--- src/rtl/rbcp_responder_pkg.sv ---
// -----------------------------------------------------------------------------
// rbcp_responder_pkg
// Shared constants for the RBCP register responder: the address-window width
// and the register offsets inside the window, plus a helper that maps a
// control-register offset onto its bit position in the packed ctrl vector.
// -----------------------------------------------------------------------------
package rbcp_responder_pkg;

    // The register window spans 2**WIN_W bytes.
    localparam int unsigned WIN_W = 5;

    typedef logic [WIN_W-1:0] ofs_t;

    localparam ofs_t OFS_ID        = 5'h00;
    localparam ofs_t OFS_STATUS    = 5'h01;
    localparam ofs_t OFS_WCNT      = 5'h02;
    localparam ofs_t OFS_PULSE     = 5'h03;
    localparam ofs_t OFS_CTRL_BASE = 5'h10;

    localparam int unsigned CTRL_BYTES = 16;

    // Bit index of the low bit of control byte (ofs - OFS_CTRL_BASE).
    function automatic logic [6:0] ctrl_lsb(input ofs_t ofs);
        return {ofs[3:0], 3'b000};
    endfunction

endpackage

--- src/rtl/rbcp_responder.sv ---
// -----------------------------------------------------------------------------
// rbcp_responder
// SiTCP RBCP slave exposing a 32-byte register window at BASE_ADDR:
//   0x00      RO  ID_BYTE
//   0x01      RO  status_in, captured on the strobe edge
//   0x02      RO  count of accepted writes (wraps)
//   0x03      WO  write emits a one-cycle command pulse on pulse_out
//   0x04-0x0F     reserved (reads 0, writes only bump the counter)
//   0x10-0x1F RW  control bytes, driven on ctrl_out
//
// Ports
//   SYSCLK       system clock, rising edge
//   sitcp_rst    asynchronous active-high reset
//   rbcp_active  RBCP transaction in progress
//   rbcp_addr    access address
//   rbcp_wd      write data
//   rbcp_we      write strobe (one cycle)
//   rbcp_re      read strobe (one cycle)
//   rbcp_ack     acknowledge, one cycle after an accepted strobe
//   rbcp_rd      read data, zero whenever rbcp_ack is low
//   status_in    user status byte
//   ctrl_out     control bytes; byte k at [8k+7:8k] maps to offset 0x10+k
//   pulse_out    command pulse, coincident with the ack of a 0x03 write
// -----------------------------------------------------------------------------
module rbcp_responder
    import rbcp_responder_pkg::*;
#(
    parameter logic [31:0]  BASE_ADDR = 32'h0000_0000,
    parameter logic [7:0]   ID_BYTE   = 8'hA5,
    parameter logic [127:0] CTRL_INIT = 128'h0
) (
    input  logic         SYSCLK,
    input  logic         sitcp_rst,
    input  logic         rbcp_active,
    input  logic [31:0]  rbcp_addr,
    input  logic [7:0]   rbcp_wd,
    input  logic         rbcp_we,
    input  logic         rbcp_re,
    output logic         rbcp_ack,
    output logic [7:0]   rbcp_rd,
    input  logic [7:0]   status_in,
    output logic [127:0] ctrl_out,
    output logic [7:0]   pulse_out
);

    ofs_t         ofs;
    logic         in_window;
    logic         accept;
    logic         wr_ok;
    logic         rd_ok;
    logic         is_ctrl;
    logic [7:0]   rd_next;

    logic         ack_q;
    logic [7:0]   rd_q;
    logic [7:0]   pulse_q;
    logic [7:0]   wcnt_q;
    logic [127:0] ctrl_q;

    assign ofs       = rbcp_addr[WIN_W-1:0];
    assign in_window = (rbcp_addr[31:WIN_W] == BASE_ADDR[31:WIN_W]);
    assign accept    = (rbcp_we | rbcp_re) & rbcp_active & in_window;
    // A simultaneous we/re is treated as a write only.
    assign wr_ok     = accept & rbcp_we;
    assign rd_ok     = accept & ~rbcp_we;
    assign is_ctrl   = (ofs >= OFS_CTRL_BASE);

    // Read mux over the current register contents. Because writes land on
    // the strobe edge, a read one cycle after a write already sees new data.
    always_comb begin
        // NOTE: default first so every path assigns rd_next and no latch is inferred.
        rd_next = 8'h00;
        if (is_ctrl) begin
            rd_next = ctrl_q[ctrl_lsb(ofs) +: 8];
        end else begin
            case (ofs)
                OFS_ID:     rd_next = ID_BYTE;
                OFS_STATUS: rd_next = status_in;
                OFS_WCNT:   rd_next = wcnt_q;
                default:    rd_next = 8'h00;
            endcase
        end
    end

    always_ff @(posedge SYSCLK or posedge sitcp_rst) begin
        if (sitcp_rst) begin
            // NOTE: the control bytes are real flops with a defined power-up value, so they are reset like any other state.
            ctrl_q  <= CTRL_INIT;
            wcnt_q  <= 8'h00;
            ack_q   <= 1'b0;
            rd_q    <= 8'h00;
            pulse_q <= 8'h00;
        end else begin
            // NOTE: non-blocking assignments keep every flop updating from pre-edge values.
            ack_q   <= accept;
            rd_q    <= rd_ok ? rd_next : 8'h00;
            pulse_q <= (wr_ok && ofs == OFS_PULSE) ? rbcp_wd : 8'h00;
            if (wr_ok) begin
                wcnt_q <= wcnt_q + 8'h01;
                if (is_ctrl) begin
                    ctrl_q[ctrl_lsb(ofs) +: 8] <= rbcp_wd;
                end
            end
        end
    end

    assign rbcp_ack  = ack_q;
    assign rbcp_rd   = rd_q;
    assign pulse_out = pulse_q;
    assign ctrl_out  = ctrl_q;

endmodule

--- config.mk ---
export PLATFORM = sky130hd
export DESIGN_NAME = rbcp_responder
export DESIGN_NICKNAME = d
export VERILOG_FILES = /design/src/rtl/rbcp_responder_pkg.sv /design/src/rtl/rbcp_responder.sv
export SDC_FILE = /design/constraint.sdc
export NUM_CORES = 1
export LEC_CHECK = 0
export BUFFER_PORTS_ARGS = -buffer_cell sky130_fd_sc_hd__buf_2
export CAP_MARGIN = 5
export CELL_PAD_IN_SITES_DETAIL_PLACEMENT = 1
export CELL_PAD_IN_SITES_GLOBAL_PLACEMENT = 1
export CORE_ASPECT_RATIO = 0.6
export CORE_MARGIN = 2
export CORE_UTILIZATION = 39
export CTS_CLUSTER_DIAMETER = 30
export DETAILED_ROUTE_END_ITERATION = 12
export PLACE_DENSITY_LB_ADDON = 0.08
export SKIP_CTS_REPAIR_TIMING = 1
export SLEW_MARGIN = 20
export SYNTH_ARGS = -nofsm -noshare
export SYNTH_HDL_FRONTEND = slang
export SYNTH_SLANG_ARGS = --single-unit
--- constraint.sdc ---
create_clock -name SYSCLK -period 4.8 [get_ports SYSCLK]
set_input_delay 0.96 -clock SYSCLK [delete_from_list [all_inputs] [get_ports SYSCLK]]
set_output_delay 0.96 -clock SYSCLK [all_outputs]
set_load 0.02 [all_outputs]
==> results of run 1 <==
## sequential cells by signal, summed over array words and instances, names as in the netlist
signal,cells
rbcp_rd,8
pulse_out,8
wcnt_q,8
rbcp_ack,1
ctrl_out,128
## metrics by stage
step / instance area (µm²) / util
finish: 9740 / 0.491
global route: 9740 / 0.491
CTS: 9740 / 0.491
detailed placement: 9150 / 0.462
global placement: 9150 / 0.462
floorplan: 7820 / -
## worst max-delay path, cell delays in order
cell and delay (ps):
buf_2 110, inv_1 100, ha_1 460, nor4bb_1 490, o21ai_0 250, nor4_4 930
mux2_2 430
## placed cells by master, fill, tap and decap left out, drive strengths merged, types with 6 or more instances in the layout
cell type,count
a22oi,12
nor3,11
nor4b,9
inv,11
nor4,14
and3,12
clkbuf,17
nand4,8
dfrtp,153
and2,50
mux4,28
buf,209
o211ai,8
nand2,6
nor2,7
mux2,129
xor2,9
mux2i,15
## kinds of logic (layout without fill, tap and decap cells)
family	count (synthesis)	count (layout)
buffers and inverters	28	246
xor gates and xnor gates	11	11
adders and majority gates	5	5
AOI/OAI and AO/OA	39	39
muxes	172	172
DFF	153	153
and+or+nand+nor	137	137
## power by group
group | switching, mW | leakage, nW | internal (mW)
registers | 0.00000000657 | 2.14 | 1.29
clock network | 0.636 | 0.282 | 0.734
logic | 0.135 | 2.67 | 0.0623
## routing by layer
metal  GRT usage  vias up  share of wire
met3      0.0535       14          0.058
met5           0        -              0
met4      0.0545        0         0.0063
met1       0.370     3013           0.48
met2       0.393      170           0.45
li1            -     2482              -
## final cells by class
| class | instances | share of cell area |
|---|---|---|
| Clock buffer | 17 | 0.0437 |
| Timing Repair Buffer | 209 | 0.112 |
| Inverter | 5 | 0.00231 |
| Tap cell | 273 | 0.0351 |
| Clock inverter | 15 | 0.0163 |
| Multi-Input combinational cell | 364 | 0.398 |
| Sequential cell | 153 | 0.393 |
## final timing paths
| path | from | to |
|---|---|---|
| max | rbcp_addr[0] | ctrl_out[66]$_DFFE_PP0P_ |
| min | wcnt_q[5]$_DFFE_PP0P_ | wcnt_q[5]$_DFFE_PP0P_ |
| max reg2reg | wcnt_q[0]$_DFFE_PP0P_ | rbcp_rd[0]$_DFF_PP0_ |
| min reg2reg | wcnt_q[5]$_DFFE_PP0P_ | wcnt_q[5]$_DFFE_PP0P_ |
| max in group asynchronous | sitcp_rst | rbcp_ack$_DFF_PP0_ |
| min in group asynchronous | sitcp_rst | pulse_out[7]$_DFF_PP0_ |
==> metrics.yaml, run 1 <==
synth:
  synth_compound_area_frac: 0.0371
  synth-simple-area-share: 0.148
  synth_top_family_by_area: "multiplexers"
  yosysWarningCount: 0
  synth.most_common_cell: "dfrtp_1"
  avgSynthCellArea_um2: 14.3
  synthArstFlopShare: 1.00
  netlist_instances: 545
  synth_area_leaders: "dfrtp_1 49%, mux2_2 17%, mux4_2 8.1%, and2_1 4.0%, nor4_4 3.0%"
  synthesis.area_um2: 7820
  synth_flop_cell: "dfrtp_1"
  yosys.area.top_type: "dfrtp_1"
  ys_seq_elements: 153
  synthAdderAreaFrac: 0.00800
  synthXorXnorAreaFrac: 0.0123
  synth_edf_count: 0
  yosys-top-cells-count: "153 x dfrtp_1, 120 x mux2_2, 50 x and2_1, 28 x mux4_2, 15 x mux2i_1"
  synth_cell_types: 48
  synth_top_area_share: 0.490
  ys_seq_area_frac: 0.490
  muxShareOfSynthArea: 0.289
  syn_nets: 603
timing:
  slew_violations: 0
  fin_worst_hold_slack_ps: 491
  rsz0062_at_grt: "no"
  final-setup-viol-count: 0
  hold_viol: 0
  maxSlewHeadroom: 0.266
  fin_crit_sh: 0.710
  worst_pin_slew_ps: 1090
  finClkSkew_ps: 14.0
  fmax_mhz: 293
  setup_slack_ps: 1390
  finalCriticalPeriod_ps: 3410
  setup_tns_ps: 0
global_routing:
  grt_max_degree: 154
  grt_pass1_wl_mm: 39.6
  track_usage: 0.254
  grt_pass1_vias: 6162
  gr-total-overflow: 0
  grt_antenna_before_repair: 0
die:
  ios: 198
  die_w_um: 187
  start_util: 0.395
  die_h_um: 114
  core_um2: 19800
  rows: 40
  die_area_um2: 21200
critical_path:
  cp-start-kind: "input port"
  rr_worst_depth: 4
  crit_type: "in -> reg"
  worst-path-max-fanout: 12
  crit_required_ps: 5130
  reg2reg_slack_ps: 3290
  crit_path_end_kind: "flip-flop"
  arrival_ps: 3740
routing:
  finalWirelength_mm: 26.3
  vias: 5679
  wl_per_cell_um: 25.4
  drt_pre_antenna_iters: 4
  initialDrtViolationCount: 301
  via_per_inst: 5.48
  drc_errors: 0
  antenna_left: 0
clock_tree:
  cts_tree: "done"
  cts-root-buf: "clkbuf_16"
  cts.path.max_buffers: 2
  cts.htree.levels: 4
  clock_sinks: 153
  cts_made_buffers: 17
  clkTransAtPathRegs_ps: 70
  clk_latency_ps: 450
finish:
  fillCellCount: 2066
  multi_input_area_um2: 3870
  register_area_um2: 3830
  antenna_cells: 0
  fin_cells: 1036
  layout.nets: 808
  syn2layout_area_growth_pct: 24.5
  drive_gt1_frac: 0.558
min_path:
  hold_class: "reg -> reg"
  hold_path_depth: 1
power_and_ir_drop:
  p_total_mw: 2.86
  power_leakage_nw: 5.09
  ir_drop_v: 0.000240
  powerDensity_nw_per_um2: 293
place:
  pre_cts_ws_ps: 959
  hpwl_mm: 19.0
  io_buffers: 197
  place.gp.congestion: 0.851
  placedCellCount: 1004
run_status:
  status: "finished, final reports clean"
run:
  cap_violations: 0
(Power assumes the default switching activity.)
==> inputs of run 2 (changes only) <==
--- a/config.mk
+++ b/config.mk
@@ -11,7 +11,7 @@
 export CELL_PAD_IN_SITES_GLOBAL_PLACEMENT = 1
 export CORE_ASPECT_RATIO = 0.6
 export CORE_MARGIN = 2
-export CORE_UTILIZATION = 39
+export CORE_UTILIZATION = 43
 export CTS_CLUSTER_DIAMETER = 30
 export DETAILED_ROUTE_END_ITERATION = 12
 export PLACE_DENSITY_LB_ADDON = 0.08
==> constraint.sdc (replaced) <==
create_clock -name SYSCLK -period 3.3 [get_ports SYSCLK]
set_input_delay 0.66 -clock SYSCLK [delete_from_list [all_inputs] [get_ports SYSCLK]]
set_output_delay 0.66 -clock SYSCLK [all_outputs]
set_load 0.02 [all_outputs]
==> run 2 against run 1 <==
Effect of this change:
- clock skew shrank 6.1 ps
- final area rose by 2.7%
- core utilization grew 6.7 points
- combinational power increased by 59%
- routed wire length rose by 2.2%
- die area decreased by 9.0%
- first-iteration DRC count increased by 21%
- sequential cell count did not move
- register-to-register slack got worse by 1500 ps
- sequential share of layout area decreased by 1.0 points
- worst hold slack worse by 57 ps
- power rose by 47%
- highest routed layer unchanged
==> metrics.yaml, run 2 (same netlist as run 1, synthesis figures left out) <==
place:
  placedCellCount: 1000  # -0.40%
  io_buffers: 197  # unchanged
  place.gp.congestion: 0.884  # +3.9%
  placed_area_um2: 9400  # +2.7%
  hpwl_mm: 19.9  # +5.2%
routing:
  antenna_left: 0  # unchanged
  vias: 5858  # +3.2%
  drt_pre_antenna_iters: 5  # +1
  finalWirelength_mm: 26.9  # +2.2%
  drc_errors: 0  # unchanged
  wl_per_cell_um: 26.1  # +2.6%
  via_per_inst: 5.68  # +3.6%
  initialDrtViolationCount: 364  # +21%
timing:
  hold_viol: 0  # unchanged
  fin_crit_sh: 0.863
  final-setup-viol-count: 0  # unchanged
  setup_tns_ps: 0  # unchanged
  maxSlewHeadroom: 0.352  # +0.0855
  fmax_mhz: 351
  rsz0062_at_grt: "no"
  finClkSkew_ps: 7.85  # -6.14 ps
  slew_violations: 0  # unchanged
  finalCriticalPeriod_ps: 2850
  worst_pin_slew_ps: 971  # -122 ps
power_and_ir_drop:
  ir_drop_v: 0.000366  # +52%
  power_frac_seq: 0.448  # -0.003
  comb_power_share: 0.075  # +0.006
  clkPwrFrac: 0.477  # -0.003
  intPower_mw: 3.08  # +48%
  powerDensity_nw_per_um2: 419  # +43%
  power_leakage_nw: 5.27  # +3.6%
  netSwitchingFraction: 0.266  # -0.00468
  switching_power_mw: 1.11  # +44%
critical_path:
  crit_type: "in -> reg"
  cpPeakStageDelay_ps: 720  # -210 ps
  reg2reg_to: "rbcp_rd[6]$_DFF_PP0_"
  rr_worst_depth: 3  # -1
  worst-path-max-fanout: 8  # -4
  path_cells: "buf_2 > inv_1 > ha_1 > nor4bb_1 > nand3b_1 > or4_1 > buf_4 > mux2_4"
  r2r_start: "ctrl_out[102]$_DFFE_PP0P_"
  arrival_ps: 3170  # -570 ps
  crit_path_end_kind: "flip-flop"
  slowest_stage: "nor4bb_1"
  reg2reg_slack_ps: 1780  # -1510 ps
  cp-start-kind: "input port"
  crit_required_ps: 3620  # -1510 ps
clock_tree:
  clkTransAtPathRegs_ps: 70  # about the same
  clk_latency_ps: 440  # about the same
  cts.htree.levels: 4  # unchanged
  cts-root-buf: "clkbuf_16"
  cts_made_buffers: 17  # unchanged
  clock_sinks: 153  # unchanged
  cts_tree: "done"
  cts.path.max_buffers: 2  # unchanged
finish:
  syn2layout_area_growth_pct: 28.0
  final_common_cell: "buf_2"
  drive_gt1_frac: 0.577  # +0.0187
  layout.nets: 837  # +3.6%
  final_cell_mix: "197 x buf_2, 153 x dfrtp_1, 120 x mux2_2"
  largest_reg_flops: 128  # unchanged
  finish.instance_area_um2: 10000  # +2.7%
  antenna_cells: 0  # unchanged
  fillCellCount: 1851  # -10%
  fin_cells: 1032  # -0.39%
die:
  die_w_um: 178  # -4.7%
  die_area_um2: 19300  # -9.0%
  start_util: 0.436  # +0.0417
  ios: 198  # unchanged
  rows: 38  # -5.0%
  die_h_um: 108  # -4.6%
  core_um2: 17900  # -9.6%
global_routing:
  grt_antenna_before_repair: 1  # +1
  grt_pass1_wl_mm: 40.9  # +3.5%
  grt_max_degree: 47  # -69%
  grt_pass1_vias: 6361  # +3.2%
  track_usage: 0.294  # +0.0395
  gr-total-overflow: 0  # unchanged
min_path:
  hold_class: "in -> async"
run_status:
  status: "finished, final reports clean"
run:
  cap_violations: 0  # unchanged
-- run 2: how the worst max path moves through the flow --
stage,startpoint,end,depth (start not counted)
finish,rbcp_addr[0],ctrl_out[100]$_DFFE_PP0P_,8
detailed placement,rbcp_addr[0],ctrl_out[64]$_DFFE_PP0P_,8
global placement,rbcp_addr[0],ctrl_out[18]$_DFFE_PP0P_,7
floorplan,rbcp_addr[0],ctrl_out[48]$_DFFE_PP0P_,8
global route,rbcp_addr[0],ctrl_out[65]$_DFFE_PP0P_,8
CTS,rbcp_addr[0],ctrl_out[100]$_DFFE_PP0P_,8
-- run 2: per-stage QoR --
step                hold WS, ps  setup slack, ps  total power [mW]  utilization
finish                      434              451              4.19        0.558
global route                481              337              4.33        0.558
CTS                         440              525              4.21        0.558
detailed placement          481              192              2.22        0.524
global placement            458              215              2.21        0.524
floorplan                   443              418              2.07            -
-- run 2: power groups by stage --
| stage | sequential [mW] | clock, mW | combinational (mW) |
|---|---|---|---|
| after floorplan | 1.91 | 0 | 0.162 |
| after global routing | 1.87 | 2.12 | 0.340 |
| after detailed placement | 1.91 | 0 | 0.313 |
| final | 1.87 | 2.00 | 0.315 |
| after CTS | 1.87 | 2.02 | 0.316 |
| after global placement | 1.91 | 0 | 0.302 |
-- run 2: worst max-delay path, delay by kind of cell --
kind	cells	cell delay, ps
adders and majority gates	1	320
and+or+nand+nor	3	1470
buffers and inverters	3	400
muxes	1	310
-- run 2: final cells by class --
class                           count  area, µm²  share of cell area
Clock buffer                       18        439              0.0439
Tap cell                          240        300              0.0300
Clock inverter                     14        160              0.0160
Timing Repair Buffer              238       1370               0.137
Sequential cell                   153       3830               0.383
Multi-Input combinational cell    364       3880               0.388
Inverter                            5       22.5             0.00225
-- run 2: layer usage --
layer,global-route usage,wire length (µm),up-vias
met5,0,0,-
met4,0.0708,250,0
met3,0.0724,1950,17
met2,0.447,12500,222
met1,0.423,12200,3082
li1,-,-,2537
